**src/rtl/l1_dcache.sv**
```systemverilog
// l1_dcache: direct-mapped, write-back, write-allocate L1 data cache sitting
// between the MEM-stage data port and next-level memory. Misses stall the
// pipeline while the victim line is written back (if dirty) and the new line
// is refilled one word per mem_ready beat.
// Optional build macro DCACHE_STATS_EN adds saturating hit/miss/writeback
// counters on extra output ports.
module l1_dcache #(
  parameter int INDEX_BITS  = 4,
  parameter int OFFSET_BITS = 2,
  parameter int ADDR_BITS   = 32
) (
  input  logic                 clock,
  input  logic                 reset,
  input  logic                 cpu_read,
  input  logic                 cpu_write,
  input  logic [ADDR_BITS-1:0] cpu_addr,
  input  logic [31:0]          cpu_wdata,
  input  logic [3:0]           cpu_byte_en,
  output logic [31:0]          cpu_rdata,
  output logic                 cpu_stall,
  output logic                 mem_req,
  output logic                 mem_we,
  output logic [ADDR_BITS-1:0] mem_addr,
  output logic [31:0]          mem_wdata,
  input  logic [31:0]          mem_rdata,
  input  logic                 mem_ready
`ifdef DCACHE_STATS_EN
  ,
  output logic [31:0]          stat_hits,
  output logic [31:0]          stat_misses,
  output logic [31:0]          stat_writebacks
`endif
);

  localparam int LINES    = 1 << INDEX_BITS;
  localparam int WORDS    = 1 << OFFSET_BITS;
  localparam int TAG_BITS = ADDR_BITS - INDEX_BITS - OFFSET_BITS - 2;

  typedef enum logic [1:0] {IDLE, WRITEBACK, REFILL} state_t;

  state_t                 state_q;
  logic [OFFSET_BITS-1:0] cnt_q;
  logic [OFFSET_BITS-1:0] cnt_nxt;

  logic [LINES-1:0]       valid_q;
  logic [LINES-1:0]       dirty_q;
  logic [TAG_BITS-1:0]    tag_q  [LINES];
  logic [31:0]            data_q [LINES*WORDS];

  logic [TAG_BITS-1:0]    req_tag;
  logic [INDEX_BITS-1:0]  req_idx;
  logic [OFFSET_BITS-1:0] req_word;
  logic                   unused_addr_bits;

  logic req, idle, hit, miss_start, write_hit, victim_dirty;
  logic beat, wb_last, rf_beat, rf_last;

  // The pipeline holds the request stable while stalled, so the live address
  // fields are used throughout the miss sequence.
  assign req_tag          = cpu_addr[ADDR_BITS-1 -: TAG_BITS];
  assign req_idx          = cpu_addr[INDEX_BITS+OFFSET_BITS+1 : OFFSET_BITS+2];
  assign req_word         = cpu_addr[OFFSET_BITS+1 : 2];
  assign unused_addr_bits = ^cpu_addr[1:0];

  assign req          = cpu_read | cpu_write;
  assign idle         = (state_q == IDLE);
  assign hit          = valid_q[req_idx] && (tag_q[req_idx] == req_tag);
  assign miss_start   = idle && req && !hit;
  assign write_hit    = idle && cpu_write && hit;
  assign victim_dirty = valid_q[req_idx] && dirty_q[req_idx];

  // mem_ready only counts while a beat is actually being requested.
  assign beat    = mem_req && mem_ready;
  assign cnt_nxt = cnt_q + 1'b1;
  assign wb_last = (state_q == WRITEBACK) && beat && (cnt_q == '1);
  assign rf_beat = (state_q == REFILL) && beat;
  assign rf_last = rf_beat && (cnt_q == '1);

  // CPU-facing outputs: stall on any miss or burst, loads read straight from the array.
  always_comb begin
    cpu_stall = !idle || (req && !hit);
    cpu_rdata = 32'd0;
    if (idle && cpu_read && !cpu_write && hit)
      cpu_rdata = data_q[{req_idx, req_word}];
  end

  // Miss-handling FSM with registered next-level memory beat outputs.
  always_ff @(posedge clock or negedge reset) begin
    if (!reset) begin
      state_q   <= IDLE;
      cnt_q     <= '0;
      mem_req   <= 1'b0;
      mem_we    <= 1'b0;
      mem_addr  <= '0;
      mem_wdata <= 32'd0;
    end else begin
      case (state_q)
        IDLE: begin
          if (miss_start) begin
            cnt_q   <= '0;
            mem_req <= 1'b1;
            if (victim_dirty) begin
              state_q   <= WRITEBACK;
              mem_we    <= 1'b1;
              mem_addr  <= {tag_q[req_idx], req_idx, {OFFSET_BITS{1'b0}}, 2'b00};
              mem_wdata <= data_q[{req_idx, {OFFSET_BITS{1'b0}}}];
            end else begin
              state_q  <= REFILL;
              mem_we   <= 1'b0;
              mem_addr <= {req_tag, req_idx, {OFFSET_BITS{1'b0}}, 2'b00};
            end
          end
        end
        WRITEBACK: begin
          if (beat) begin
            if (cnt_q == '1) begin
              state_q  <= REFILL;
              cnt_q    <= '0;
              mem_we   <= 1'b0;
              mem_addr <= {req_tag, req_idx, {OFFSET_BITS{1'b0}}, 2'b00};
            end else begin
              cnt_q     <= cnt_nxt;
              mem_addr  <= {tag_q[req_idx], req_idx, cnt_nxt, 2'b00};
              mem_wdata <= data_q[{req_idx, cnt_nxt}];
            end
          end
        end
        REFILL: begin
          if (beat) begin
            if (cnt_q == '1) begin
              state_q <= IDLE;
              cnt_q   <= '0;
              mem_req <= 1'b0;
            end else begin
              cnt_q    <= cnt_nxt;
              mem_addr <= {req_tag, req_idx, cnt_nxt, 2'b00};
            end
          end
        end
        default: begin
          state_q <= IDLE;
          mem_req <= 1'b0;
        end
      endcase
    end
  end

  // Line status bits: only these are cleared by reset; contents survive.
  always_ff @(posedge clock or negedge reset) begin
    if (!reset) begin
      valid_q <= '0;
      dirty_q <= '0;
    end else begin
      if (write_hit)
        dirty_q[req_idx] <= 1'b1;
      if (wb_last)
        dirty_q[req_idx] <= 1'b0;
      if (rf_last) begin
        valid_q[req_idx] <= 1'b1;
        dirty_q[req_idx] <= 1'b0;
      end
    end
  end

  // Tag and data arrays: refill beats and byte-masked store hits.
  always_ff @(posedge clock) begin
    if (rf_beat)
      data_q[{req_idx, cnt_q}] <= mem_rdata;
    if (rf_last)
      tag_q[req_idx] <= req_tag;
    if (write_hit) begin
      for (int b = 0; b < 4; b++) begin
        if (cpu_byte_en[b])
          data_q[{req_idx, req_word}][8*b +: 8] <= cpu_wdata[8*b +: 8];
      end
    end
  end

`ifdef DCACHE_STATS_EN
  function automatic logic [31:0] sat_inc(input logic [31:0] v);
    return (v == 32'hFFFF_FFFF) ? v : v + 32'd1;
  endfunction

  // retry_q marks a request that missed, so its post-refill hit is not counted.
  logic retry_q;

  // Saturating event counters.
  always_ff @(posedge clock or negedge reset) begin
    if (!reset) begin
      retry_q         <= 1'b0;
      stat_hits       <= 32'd0;
      stat_misses     <= 32'd0;
      stat_writebacks <= 32'd0;
    end else begin
      if (idle && req && hit) begin
        retry_q <= 1'b0;
        if (!retry_q)
          stat_hits <= sat_inc(stat_hits);
      end
      if (miss_start) begin
        retry_q     <= 1'b1;
        stat_misses <= sat_inc(stat_misses);
        if (victim_dirty)
          stat_writebacks <= sat_inc(stat_writebacks);
      end
    end
  end
`endif

endmodule

```
**config.mk**
```make
export PLATFORM = sky130hd
export DESIGN_NAME = l1_dcache
export DESIGN_NICKNAME = d
export VERILOG_FILES = /design/src/rtl/l1_dcache.sv
export SDC_FILE = /design/constraint.sdc
export NUM_CORES = 2
export LEC_CHECK = 0
export CELL_PAD_IN_SITES_DETAIL_PLACEMENT = 0
export CELL_PAD_IN_SITES_GLOBAL_PLACEMENT = 1
export CORE_MARGIN = 5
export CORE_UTILIZATION = 60
export CTS_CLUSTER_SIZE = 10
export DETAILED_ROUTE_END_ITERATION = 6
export PLACE_DENSITY_LB_ADDON = 0.1
export SETUP_SLACK_MARGIN = 0.3
export SYNTH_ARGS = -nofsm -noshare
export SYNTH_HDL_FRONTEND = slang
export SYNTH_SLANG_ARGS = --single-unit
```
**constraint.sdc**
```tcl
create_clock -name clock -period 6.6 [get_ports clock]
set_input_delay 0.66 -clock clock [delete_from_list [all_inputs] [get_ports clock]]
set_output_delay 0.66 -clock clock [all_outputs]
set_load 0.1 [all_outputs]
```
==> flow_metrics.py <==
metrics = {
    "status": {
        "status": "completed",
    },
    "logic_synthesis": {
        "synth_edf_count": 2432,
        "async_reset_ff_share_pct": 3.95,
        "synth_largest_area_cell": "edfxtp_1",
        "synth.area.top_cells": "edfxtp_1 60%, mux4_2 27%, dfrtp_1 2.1%, mux2i_1 1.2%, nand2_1 1.0%",
        "ys_seq_area_share_pct": 62.4,
        "syn_inst": 6206,
        "yosys_warnings": 0,
        "synth_common_cells": "2432 x edfxtp_1, 1429 x mux4_2, 325 x nand2_1",
        "yosysMostFrequentCell": "edfxtp_1",
        "ys.flop_type": "edfxtp_1",
        "netlist_area_um2": 121000,
        "synth_top_area_share_pct": 60.3,
        "syn_avg_cell_area_um2": 19.5,
        "ys_ff_latch": 2532,
        "synth_cell_types": 78,
    },
    "worst_setup_path": {
        "critPathMaxFanout": 71,
        "critPathRequiredTime_ns": 5.94,
        "ff2ff_setup_slack_ns": 1.41,
        "cp.arrival_ns": 5.21,
        "end_kind": "output pin",
        "critPathKind": "primary input to output pin",
        "start_kind": "primary input",
    },
    "finish": {
        "ff_latch_area_um2": 75500,
        "drive_gt1_share_pct": 37.3,
        "n_fill_cell": 12800,
        "layout.nets": 6762,
        "area_growth_pct": 13.6,
        "design_area_um2": 138000,
        "final_cells": 9472,
        "multiInputGateArea_um2": 43300,
    },
    "cts": {
        "cts_resized": 0,
        "h-tree-depth": 5,
        "ctsRootBufferMaster": "clkbuf_16",
        "clock_path_buffers": 4,
        "clock_sinks": 2532,
        "cts_tree": "built",
        "insertion_delay_ns": 0.95,
        "numCtsBuffers": 309,
        "clkTransAtPathRegs_ns": 0.06,
    },
    "power_and_ir_drop": {
        "sequentialPowerShare_pct": 38.0,
        "p_clk_share_pct": 31.2,
        "p_switching_mw": 14.9,
        "p_total_mw": 47.9,
        "ir_drop_mv": 0.362,
        "power.internal_mw": 33.0,
        "netSwitchingFraction_pct": 31.1,
        "powerDensity_nw_per_um2": 348,
        "p_leak_nw": 43.4,
        "p_comb_share_pct": 30.8,
    },
    "route": {
        "firstDrtPassIters": 6,
        "detail_route.wl_per_cell_um": 40.0,
        "post_drt_via_cell_ratio": 7.60,
        "drt-total-wl_um": 379000,
        "vias": 72000,
        "drtAntennaViolNets": 0,
        "route.detailed.drc": 0,
        "first_iter_violations": 11600,
    },
    "global_route": {
        "overflow": 0,
        "grt_max_degree": 104,
        "antenna_found_initial": 13,
        "track_usage_pct": 36.2,
        "grt_pass1_wl_um": 539000,
        "grt_pass1_vias": 71700,
    },
    "floorplan": {
        "io_pins": 204,
        "die_h_um": 459,
        "start_util_pct": 60.4,
        "core-area_um2": 200000,
        "num_rows": 164,
        "fp.dieW_um": 459,
        "die_area_um2": 211000,
    },
    "placed_design": {
        "dp_hpwl_um": 240000,
        "portBuffers": 199,
        "gp_congestion": 0.886,
        "dp_slack_ns": 0.421,
        "dp.cells": 8997,
        "placed_area_um2": 129000,
    },
    "timing": {
        "rsz0062_at_grt": "false",
        "slew_violations": 0,
        "holdWs_ns": 0.344,
        "fin_skew_ns": 0.0350,
        "period_share_pct": 89.0,
        "max_slew_margin_pct": 16.2,
        "worst_pin_slew_ns": 1.26,
        "postLayoutSetupSlackWorst_ns": 0.729,
        "post-route-min-period_ns": 5.87,
        "setup_viol": 0,
        "max_freq_ghz": 0.170,
        "hold_violations": 0,
    },
    "hold_path": {
        "hp-class": "primary input to asynchronous set/reset pin",
    },
    "flow_run": {
        "drv_cap": 0,
    },
}
[critical path, cell delays in order]
cell	delay [ns]
buf_8	0.49
buf_12	0.31
mux4_2	0.53
mux4_2	0.54
xor2_1	0.18
nor2_1	0.39
nand4b_2	0.28
nor3_1	0.20
nand4b_1	0.20
buf_12	0.31
a2111oi_2	0.46
buf_4	0.24
buf_12	0.18
[placed cells by master (no fill, tap or decap), types with 25 or more instances in the layout]
master              n
nand3_1            29
nor3_1            195
nand2_1           318
dfrtp_1            99
edfxtp_1         2432
nor3_2             90
clkbuf_16         314
o21ai_0            79
nor2_1            148
buf_4             422
mux2_2             86
mux2i_1           137
a21oi_1           128
o22ai_1            62
clkbuf_1          129
a22oi_1            61
a221oi_1           25
buf_12             94
clkdlybuf4s50_1   159
mux4_2           1429
a31oi_1            32
[state kept, by name, indices dropped and copies added, names as in the netlist]
| signal | cells |
|---|---|
| data_q | 2048 |
| tag_q | 384 |
| mem_wdata | 32 |
| mem_addr | 30 |
| dirty_q | 16 |
| valid_q | 16 |
| cnt_q | 2 |
| state_q | 2 |
| mem_req | 1 |
| mem_we | 1 |
[metrics by stage]
step | setup TNS (ns) | util, %
after global routing | 0 | 68.7
after detailed placement | 0 | 64.4
final | 0 | 68.7
after global placement | 0 | 64.4
after CTS | 0 | 68.6
after floorplan | -4.48 | -
[final timing paths]
path                                   start  cells past startpoint        endpoint
worst max-delay path             cpu_addr[4]                     13    cpu_rdata[8]
worst min-delay path                   reset                      2   mem_wdata[17]
worst max register to register  tag_q[11][5]                     12  data_q[61][27]
worst min register to register    valid_q[3]                      1      valid_q[3]
max in group asynchronous              reset                      3    mem_wdata[9]
min in group clock               cpu_addr[6]                      2     mem_addr[6]
[layout make-up]
type | count | area share (%)
Multi-Input combinational cell | 3106 | 31.5
Antenna cell | 12 | 0.0218
Clock inverter | 16 | 0.0883
Clock buffer | 446 | 6.10
Sequential cell | 2532 | 54.9
Inverter | 21 | 0.0673
Timing Repair Buffer | 683 | 4.91
Tap cell | 2656 | 2.42
[cell families (layout without fill, tap and decap cells)]
family                     after synthesis  after routing  synth area share (%)
muxes                                 1675           1675                  28.7
buffers and inverters                  569           1166                  2.14
xor gates and xnor gates                25             25                 0.181
other                                    1             14               0.00310
AOI/OAI and AO/OA                      503            503                  2.78
and+or+nand+nor                        897            897                  3.70
adders and majority gates                4              4                0.0414
DFF                                   2532           2532                  62.4
[layer usage]
metal  track usage [%]  wire, um  part of all wire [%]
met1              49.7    131000                    35
met2              55.3    178000                    47
met3              10.2     49800                    13
met4              16.2     19700                   5.2
met5                 0        49                 0.013
[power by group through the flow]
stage | registers, mW | clock network, mW | logic, mW
after floorplan | 19.8 | 0 | 8.84
after global placement | 18.5 | 0 | 14.6
after detailed placement | 18.5 | 0 | 14.6
after CTS | 18.2 | 15.1 | 14.7
after global routing | 18.2 | 15.8 | 15.3
final | 18.2 | 15.0 | 14.8
[what timing repair did]
action	4_1_cts	5_1_grt
hold buffers	1	0
setup buffers	0	0
hold endpoints to repair	55	0
Note: power is estimated with default switching activity, not from simulation.
